==> config.mk <==
export PLATFORM = sky130hd
export DESIGN_NAME = branch_history_tracker
export DESIGN_NICKNAME = d
export VERILOG_FILES = /design/src/rtl/branch_history_tracker_pkg.sv /design/src/rtl/branch_history_tracker.sv
export SDC_FILE = /design/constraint.sdc
export NUM_CORES = 1
export LEC_CHECK = 0
export ABC_AREA = 1
export CAP_MARGIN = 20
export CORE_MARGIN = 5
export CORE_UTILIZATION = 45
export DETAILED_ROUTE_END_ITERATION = 8
export PLACE_DENSITY = 0.67
export SKIP_LAST_GASP = 1
export SYNTH_ARGS = -nofsm -noshare
export SYNTH_HDL_FRONTEND = slang
export SYNTH_SLANG_ARGS = --single-unit
export TNS_END_PERCENT = 50
==> constraint.sdc <==
create_clock -name clk -period 3.29 [get_ports clk]
set_input_delay 0.8225 -clock clk [delete_from_list [all_inputs] [get_ports clk]]
set_output_delay 0.8225 -clock clk [all_outputs]
set_load 0.05 [all_outputs]
==> src/rtl/branch_history_tracker_pkg.sv <==
// Shared types for the speculative global branch history tracker.
//   BHist_t  : global history vector (width sets the tracker's default HIST_LEN)
//   BrID_t   : checkpoint ID for an in-flight branch
//   BHCkpt_t : one checkpoint entry (history plus low path address bits)
// Optional feature macro: BHT_PATH_HIST_EN. When it is defined, the shifted-in
// history bit is the taken bit mixed with address bits [1:0].
package branch_history_tracker_pkg;

    localparam int BHT_HIST_LEN = 16;
    localparam int BHT_NUM_CKPT = 8;
    localparam int BHT_ID_W     = $clog2(BHT_NUM_CKPT);

    typedef logic [BHT_HIST_LEN-1:0] BHist_t;
    typedef logic [BHT_ID_W-1:0]     BrID_t;

    typedef struct packed {
        BHist_t     hist;
        logic [1:0] pathBits;
    } BHCkpt_t;

    // History bit shifted in for a branch with direction taken and low address bits path.
    function automatic logic shift_in_bit(input logic taken, input logic [1:0] path);
`ifdef BHT_PATH_HIST_EN
        return taken ^ path[1] ^ path[0];
`else
        // Plain direction history: the address bits do not contribute.
        return taken ^ (1'b0 & (path[1] | path[0]));
`endif
    endfunction

endpackage

==> src/rtl/branch_history_tracker.sv <==
// Speculative global branch history register (GHR) for the TAGE predictor.
// Every predicted branch checkpoints the history it was predicted with. A
// mispredict restores the history from the checkpoint of the mispredicted
// branch. At commit the checkpoints come out in order as the TAGE update history.
//
// Ports
//   clk, rst          : clock, synchronous active-high reset
//   IN_predValid/Taken/Addr : new predicted branch (address in halfword units)
//   OUT_ready         : a checkpoint slot is free (queue not full)
//   OUT_predID        : ID given to the branch presented this cycle
//   OUT_history       : current speculative history -> TAGE prediction history
//   IN_mispredValid/ID/Taken : resolved mispredict and its actual direction
//   IN_commitValid    : oldest in-flight branch commits
//   OUT_commitValid   : registered one-cycle pulse per commit
//   OUT_commitHistory : history the committed branch predicted with
//
// Optional feature macro: BHT_PATH_HIST_EN (path-mixed history; the checkpoints
// also store IN_predAddr[1:0] so a mispredict can recompute the shifted-in bit).
module branch_history_tracker
    import branch_history_tracker_pkg::*;
#(
    parameter int HIST_LEN = $bits(BHist_t),
    parameter int NUM_CKPT = 8,
    parameter int ID_W     = $clog2(NUM_CKPT)
) (
    input  logic                clk,
    input  logic                rst,
    input  logic                IN_predValid,
    input  logic                IN_predTaken,
    input  logic [30:0]         IN_predAddr,
    output logic                OUT_ready,
    output logic [ID_W-1:0]     OUT_predID,
    output logic [HIST_LEN-1:0] OUT_history,
    input  logic                IN_mispredValid,
    input  logic [ID_W-1:0]     IN_mispredID,
    input  logic                IN_mispredTaken,
    input  logic                IN_commitValid,
    output logic                OUT_commitValid,
    output logic [HIST_LEN-1:0] OUT_commitHistory
);

    localparam int PTR_W = ID_W + 1;

    logic [HIST_LEN-1:0] ghr_r;
    logic [HIST_LEN-1:0] ckpt_hist_r [NUM_CKPT];
`ifdef BHT_PATH_HIST_EN
    logic [1:0]          ckpt_path_r [NUM_CKPT];
`endif
    // Pointers carry one extra wrap bit so full and empty are distinguishable.
    logic [PTR_W-1:0]    head_r;
    logic [PTR_W-1:0]    tail_r;
    logic                commit_valid_r;
    logic [HIST_LEN-1:0] commit_hist_r;

    logic                empty_s;
    logic                full_s;
    logic                pred_fire_s;
    logic                commit_fire_s;
    logic                mis_fire_s;
    logic [PTR_W-1:0]    count_s;
    logic [ID_W-1:0]     mis_off_s;
    logic [PTR_W-1:0]    mis_tail_s;
    logic [1:0]          pred_path_s;
    logic [1:0]          mis_path_s;
    logic                pred_bit_s;
    logic                mis_bit_s;
    logic                unused_addr_s;

    // Queue status, event qualification and shifted-in history bits.
    always_comb begin
        empty_s       = (head_r == tail_r);
        full_s        = (head_r[ID_W-1:0] == tail_r[ID_W-1:0]) && (head_r[ID_W] != tail_r[ID_W]);
        count_s       = tail_r - head_r;
        // Age of the mispredicted ID relative to the oldest branch; it is in flight
        // only if that age is below the occupancy.
        mis_off_s     = IN_mispredID - head_r[ID_W-1:0];
        mis_fire_s    = IN_mispredValid && ({1'b0, mis_off_s} < count_s);
        // Restart just after the mispredicted entry; the add keeps its wrap bit.
        mis_tail_s    = head_r + {1'b0, mis_off_s} + {{ID_W{1'b0}}, 1'b1};
        // A mispredict takes priority and drops any same-cycle predict.
        pred_fire_s   = IN_predValid && !full_s && !IN_mispredValid;
        commit_fire_s = IN_commitValid && !empty_s;
        pred_path_s   = IN_predAddr[1:0];
`ifdef BHT_PATH_HIST_EN
        mis_path_s    = ckpt_path_r[IN_mispredID];
`else
        mis_path_s    = 2'b00;
`endif
        pred_bit_s    = shift_in_bit(IN_predTaken, pred_path_s);
        mis_bit_s     = shift_in_bit(IN_mispredTaken, mis_path_s);
        unused_addr_s = ^IN_predAddr;
    end

    // Speculative history, checkpoint array and tail pointer.
    always_ff @(posedge clk) begin
        if (rst) begin
            ghr_r  <= {HIST_LEN{1'b0}};
            tail_r <= {PTR_W{1'b0}};
            for (int i = 0; i < NUM_CKPT; i++) begin
                ckpt_hist_r[i] <= {HIST_LEN{1'b0}};
`ifdef BHT_PATH_HIST_EN
                ckpt_path_r[i] <= 2'b00;
`endif
            end
        end else if (mis_fire_s) begin
            // The mispredicted checkpoint stays; only younger entries are squashed.
            ghr_r  <= {ckpt_hist_r[IN_mispredID][HIST_LEN-2:0], mis_bit_s};
            tail_r <= mis_tail_s;
        end else if (pred_fire_s) begin
            ckpt_hist_r[tail_r[ID_W-1:0]] <= ghr_r;
`ifdef BHT_PATH_HIST_EN
            ckpt_path_r[tail_r[ID_W-1:0]] <= pred_path_s;
`endif
            ghr_r  <= {ghr_r[HIST_LEN-2:0], pred_bit_s};
            tail_r <= tail_r + {{ID_W{1'b0}}, 1'b1};
        end else begin
            ghr_r  <= ghr_r;
            tail_r <= tail_r;
        end
    end

    // In-order commit: registered history of the oldest branch, one pulse per commit.
    always_ff @(posedge clk) begin
        if (rst) begin
            head_r         <= {PTR_W{1'b0}};
            commit_valid_r <= 1'b0;
            commit_hist_r  <= {HIST_LEN{1'b0}};
        end else if (commit_fire_s) begin
            head_r         <= head_r + {{ID_W{1'b0}}, 1'b1};
            commit_valid_r <= 1'b1;
            commit_hist_r  <= ckpt_hist_r[head_r[ID_W-1:0]];
        end else begin
            head_r         <= head_r;
            commit_valid_r <= 1'b0;
            commit_hist_r  <= commit_hist_r;
        end
    end

    assign OUT_ready         = !full_s;
    assign OUT_predID        = tail_r[ID_W-1:0];
    assign OUT_history       = ghr_r;
    assign OUT_commitValid   = commit_valid_r;
    assign OUT_commitHistory = commit_hist_r;

endmodule
======== Yosys cells after proc, flatten, opt, wreduce, memory -nomap -nowiden ========
Memory sizes are Yosys's and may differ from the RTL's. A register that Yosys moved wholly into a read port is not among the register bits.
Cells that the tools add are included.
storage, ports and cells
  bits in registers ....................... 25
  bits in writable memories ............... 128
  input port bits ......................... 41
  logic and storage cells ................. 39
  memories kept ........................... 1
memories
  name         words  width  rd ports  clocked after Yosys merged registers in  wr ports  RTL line                      source
  ckpt_hist_r  8      16     2         1                                        8         branch_history_tracker.sv:45  logic [HIST_LEN-1:0] ckpt_hist_r [NUM_CKPT];
operators by class
  $add $sub $neg .......................... 6
  magnitude comparators ................... 1
  equal/unequal tests ..................... 3
  mux-type cells .......................... 14
  reduce and logical (&&, ||, !) cells .... 10
operator list
  operator             number
  $mux 16              3
  $reduce_or 16->1     1
  $add 4x1->4 const B  3
  $mux 1               8
  $mux 4               2
  $logic_and 1x1->1    5
  $add 4x3->4          1
  $eq 4x4->1           1
  $lt 3x4->1           1
  $sub 4x4->4          1
  $eq 3x3->1           1
  $logic_not 1->1      3
  $mux 3               1
  $sub 3x3->3          1
  $reduce_bool 2->1    1
  $ne 1x1->1           1

======== Depth between registers and ports, before layout ========
  word-level depth ........................ 11
  gate-level depth with buffers ........... 19
  depth with buffers taken out ............ 17

======== Worst setup path after synthesis ========
OpenSTA, ideal clock, no wires.
  path type ............................... input to register
  from .................................... input IN_mispredID[0]
  to ...................................... register ghr_r[5], in the netlist OUT_history[5]
  arrival time ............................ 3.254 ns
  data required time ...................... 3.162 ns
  slack ................................... -0.092 ns
  stages .................................. 19
  path through ............................ buf_2 > inv_2 > buf_4 > buf_4 > ha_1 > fa_1 > xnor2_1 > xor2_1 > inv_1 > ha_1 > nand2_1 > nand2_1 > nand2_4 > nand2_4 > nand2_4 > buf_6 > nor2_1 > nor2_1 > nor2_1
between the ends
  longest elaborated chain between the ends .. 4
  elaborated cells between the ends (all ways) .. 6
  classes of those cells .................. 1 x add/sub; 1 x order compare; 1 x mux; 2 x reduce/logical; 1 x memory
ends and longest elaborated chain
  what                                          RTL line                       source
  start: declaration                            branch_history_tracker.sv:35   input logic [ID_W-1:0] IN_mispredID,
  $sub 3x3->3                                   branch_history_tracker.sv:76   mis_off_s = IN_mispredID - head_r[ID_W-1:0];
  $lt 3x4->1                                    branch_history_tracker.sv:77   mis_fire_s = IN_mispredValid && ({1'b0, mis_off_s} < count_s);
  $logic_and 1x1->1                             branch_history_tracker.sv:77
  $mux 16 or $reduce_bool 2->1 (tied branches)  n/a
  end signal: assignment                        branch_history_tracker.sv:107  ghr_r <= {ckpt_hist_r[IN_mispredID][HIST_LEN-2:0], mis_bit_s};
  end signal: assignment                        branch_history_tracker.sv:114  ghr_r <= {ghr_r[HIST_LEN-2:0], pred_bit_s};
  end signal: assignment                        branch_history_tracker.sv:117  ghr_r <= ghr_r;
  end: declaration                              branch_history_tracker.sv:44   logic [HIST_LEN-1:0] ghr_r;
Parallel ways exist; a longest one is shown, timed or not.
A chain may end at the register's enable or synchronous reset.

======== Worst setup path after layout ========
  from .................................... input IN_mispredID[1]
  to ...................................... register ghr_r[10], in the netlist OUT_history[10]
Same word-level chain as after synthesis.

==> results.md <==
- First-pass GRT wire length: 42.03 mm
- Clock skew after layout: 7.879 ps
- Synthesized flop and latch total: 169
- Area grow syn2layout: 15.03%
- Final setup viols: 0
- Nets: 1280
- CP Cell Sequence: clkdlybuf4s50_1 -> inv_1 -> fa_2 -> xnor2_2 -> xor2_1 -> inv_1 -> ha_1 -> nand2_1 -> nand2_2 -> nand2_4 -> nand2_4 -> nand2_4 -> nor2_1 -> nor2_1 -> nor2_1
- Routed length per instance: 18.31 um
- Post-Place Worst Slack: -64.74 ps
- # DRC: 0
- RSZ-0062 raised after global routing: false
- Nature of the critical path startpoint: primary input
- Worst slew margin: 48.74%
- Total wire length: 27.60 mm
- Largest net degree at the start of global routing: 63
- Tcrit/Tclk final: 88.72%
- Peak supply drop: 0.8946 mV
- Critical Path Max Stage Delay: 480 ps
- GRT Residual Overflow: 0
- Synth warnings: 0
- Sequential fraction of the synthesis area: 50.01%
- Post-route ant nets: 0
- Initial Util: 45.94%
- Dpl hpwl: 17.16 mm
- Final hold vios: 0
- Vias: 8079
- Max-cap violation count: 0
- Root Buffer Master: clkbuf_16
- Clock sinks: 169
- Avg Inst Size Synth: 7.831 um2
- Row count: 52
- Clock transition at path regs: 70 ps
- Layout Utilization: 52.85%
- Flip-flop and latch area: 4666 um2
- Setup bufs post-CTS: 0
- Vias per cell: 5.357
- Initial antenna violation count: 0
- H-tree depth: 4
- Kind of critical path: in2reg
- Vias in the first global route: 7356
- Filler cell count: 1859
- Crit path DAT: 3230 ps
- GPL Wtd Cong: 0.8653
- Core area: 20300 um2
- CTS resizes: 0
- CP max-delay cell: clkdlybuf4s50_1
- Worst-skew pair later-pin latency: 430 ps
- Fmax: 342.6 MHz
- Leak: 4.611 nW
- CP Max Fanout: 15
- CTS tree: yes
- Clk buf depth: 2
- Syn_nets: 1246
- DR pass1 iterations: 6
- WP data required: 3600 ps
- Slew @ Worst Pin: 768.8 ps
- Layout cells sized above 1: 8.562%
- Crit. End Element: flop
- Ant diodes: 0
- HP Class: reg2reg
- Port Buf Inserts: 46
- Final Non-Filler Cells: 1508
- Hold_buf cts: 0
- FF-to-FF path depth: 11
- GRT Total Usage: 23.10%
- Vert. Die Dim: 154.0 um
- Cells after Synth: 1191
- WHS Path Cells: 2
- I/O pin cnt: 78
- Placed cell count: 1476
- Final worst path period need: 2919 ps
- PD cells: 802.4 nW/um2
- Max Slew Vio Count: 0
- Drt initial violations: 1173
- Crit path setup slack, layout: 371.1 ps
- Number of CTS-inserted buffers: 17
- Outcome: finished, final reports clean
- Cell Area, Synth: 9326 um2
- Die W: 154.0 um
- Multi-input logic area: 3682 um2
- Area of the die: 23710 um2
- Synth cell types: 27
logic make-up after synthesis:
kind of cell / synth area share, %
xor gates and xnor gates: 0.6574
DFF: 50.01
adders and majority gates: 2.120
AOI/OAI and AO/OA: 8.921
buffers and inverters: 10.67
and+or+nand+nor: 27.62
cell usage in the layout (no fill, tap or decap), types with 4 or more instances in the layout:
master | netlist | final
a21oi_1 | 84 | 84
buf_12 | 0 | 4
buf_4 | 7 | 39
clkbuf_16 | 0 | 20
clkdlybuf4s50_1 | 0 | 44
clkinv_1 | 16 | 16
clkinv_2 | 1 | 4
dfxtp_1 | 41 | 40
edfxtp_1 | 128 | 128
ha_1 | 11 | 10
inv_1 | 143 | 143
inv_6 | 0 | 4
nand2_1 | 266 | 265
nand2_4 | 14 | 14
nand3_1 | 129 | 129
nor2_1 | 184 | 184
nor2_2 | 5 | 5
o211ai_1 | 4 | 4
o21ai_0 | 75 | 75
xor2_1 | 4 | 4
metrics by stage:
step | power [mW] | setup TNS [ps] | hold slack (ps) | instance area [um2]
after CTS | 8.610 | 0 | 468.6 | 10730
after global routing | 9.103 | 0 | 486.5 | 10730
after floorplan | 5.301 | 0 | 488.4 | 9351
after detailed placement | 6.550 | -844.9 | 458.2 | 10110
after global placement | 6.517 | -751.1 | 454.5 | 10110
final | 8.608 | 0 | 463.9 | 10730
where the power goes:
| part | internal (mW) | switching, mW | total [mW] |
|---|---|---|---|
| sequential | 2.55 | 0.167 | 2.71 |
| clock | 1.21 | 0.871 | 2.08 |
| combinational | 1.21 | 2.61 | 3.82 |
registers in the layout (all words and copies together), names as in the netlist:
signal,count
OUT_commitHistory,16
OUT_commitValid,1
OUT_history,16
ckpt_hist_r,128
head_r,4
tail_r,4
metal layers:
| metal | global-route usage (%) | vias up | share of wire, % |
|---|---|---|---|
| li1 | - | 3883 | - |
| met1 | 31.83 | 3765 | 42 |
| met3 | 3.963 | 42 | 8.8 |
| met4 | 7.906 | 0 | 2.7 |
| met2 | 37.00 | 389 | 47 |
| met5 | 0 | - | 0 |
worst max-delay path, delay by kind of cell:
family	cells	cell delay [ps]
xor+xnor	2	330
fa+ha+maj	2	670
buf+inv	3	690
simple gates	8	700
area by class of cell:
| type | instances | share of cell area [%] |
|---|---|---|
| inverters | 162 | 5.680 |
| multi-input cells | 787 | 34.32 |
| clock inverters | 11 | 0.9331 |
| flip-flops and latches | 169 | 43.49 |
| well taps | 270 | 3.149 |
| clock buffers | 21 | 4.794 |
| repair buffers | 88 | 7.628 |
final timing paths:
check,slack [ps],start,end
hold / removal,460,OUT_commitHistory[7],OUT_commitHistory[7]
setup / recovery,370,IN_mispredID[1],OUT_history[10]
hold reg to reg,460,OUT_commitHistory[7],OUT_commitHistory[7]
setup reg to reg,400,tail_r[0],ckpt_hist_r[7][12]
synthesized netlist by cell type:
master	instances	share of area (%)
nor2_1	184	7.4
inv_1	143	5.8
nor2_8	2	0.43
ha_1	11	1.5
inv_2	2	0.081
clkinv_2	1	0.054
buf_4	7	0.56
xor2_1	4	0.38
buf_1	5	0.20
nand3_1	129	6.9
clkinv_1	16	0.64
and3_1	1	0.067
nand2_2	1	0.067
a21oi_1	84	4.5
clkbuf_1	38	1.5
buf_2	14	0.75
buf_6	9	1.1
nor2_2	5	0.34
nand2_4	14	1.7
o211ai_1	4	0.32
xnor2_1	3	0.28
fa_1	3	0.64
edfxtp_1	128	41
o22ai_1	1	0.067
nand2_1	266	11
o21ai_0	75	4.0
dfxtp_1	41	8.8
Note: power is estimated with default switching activity, not from simulation.
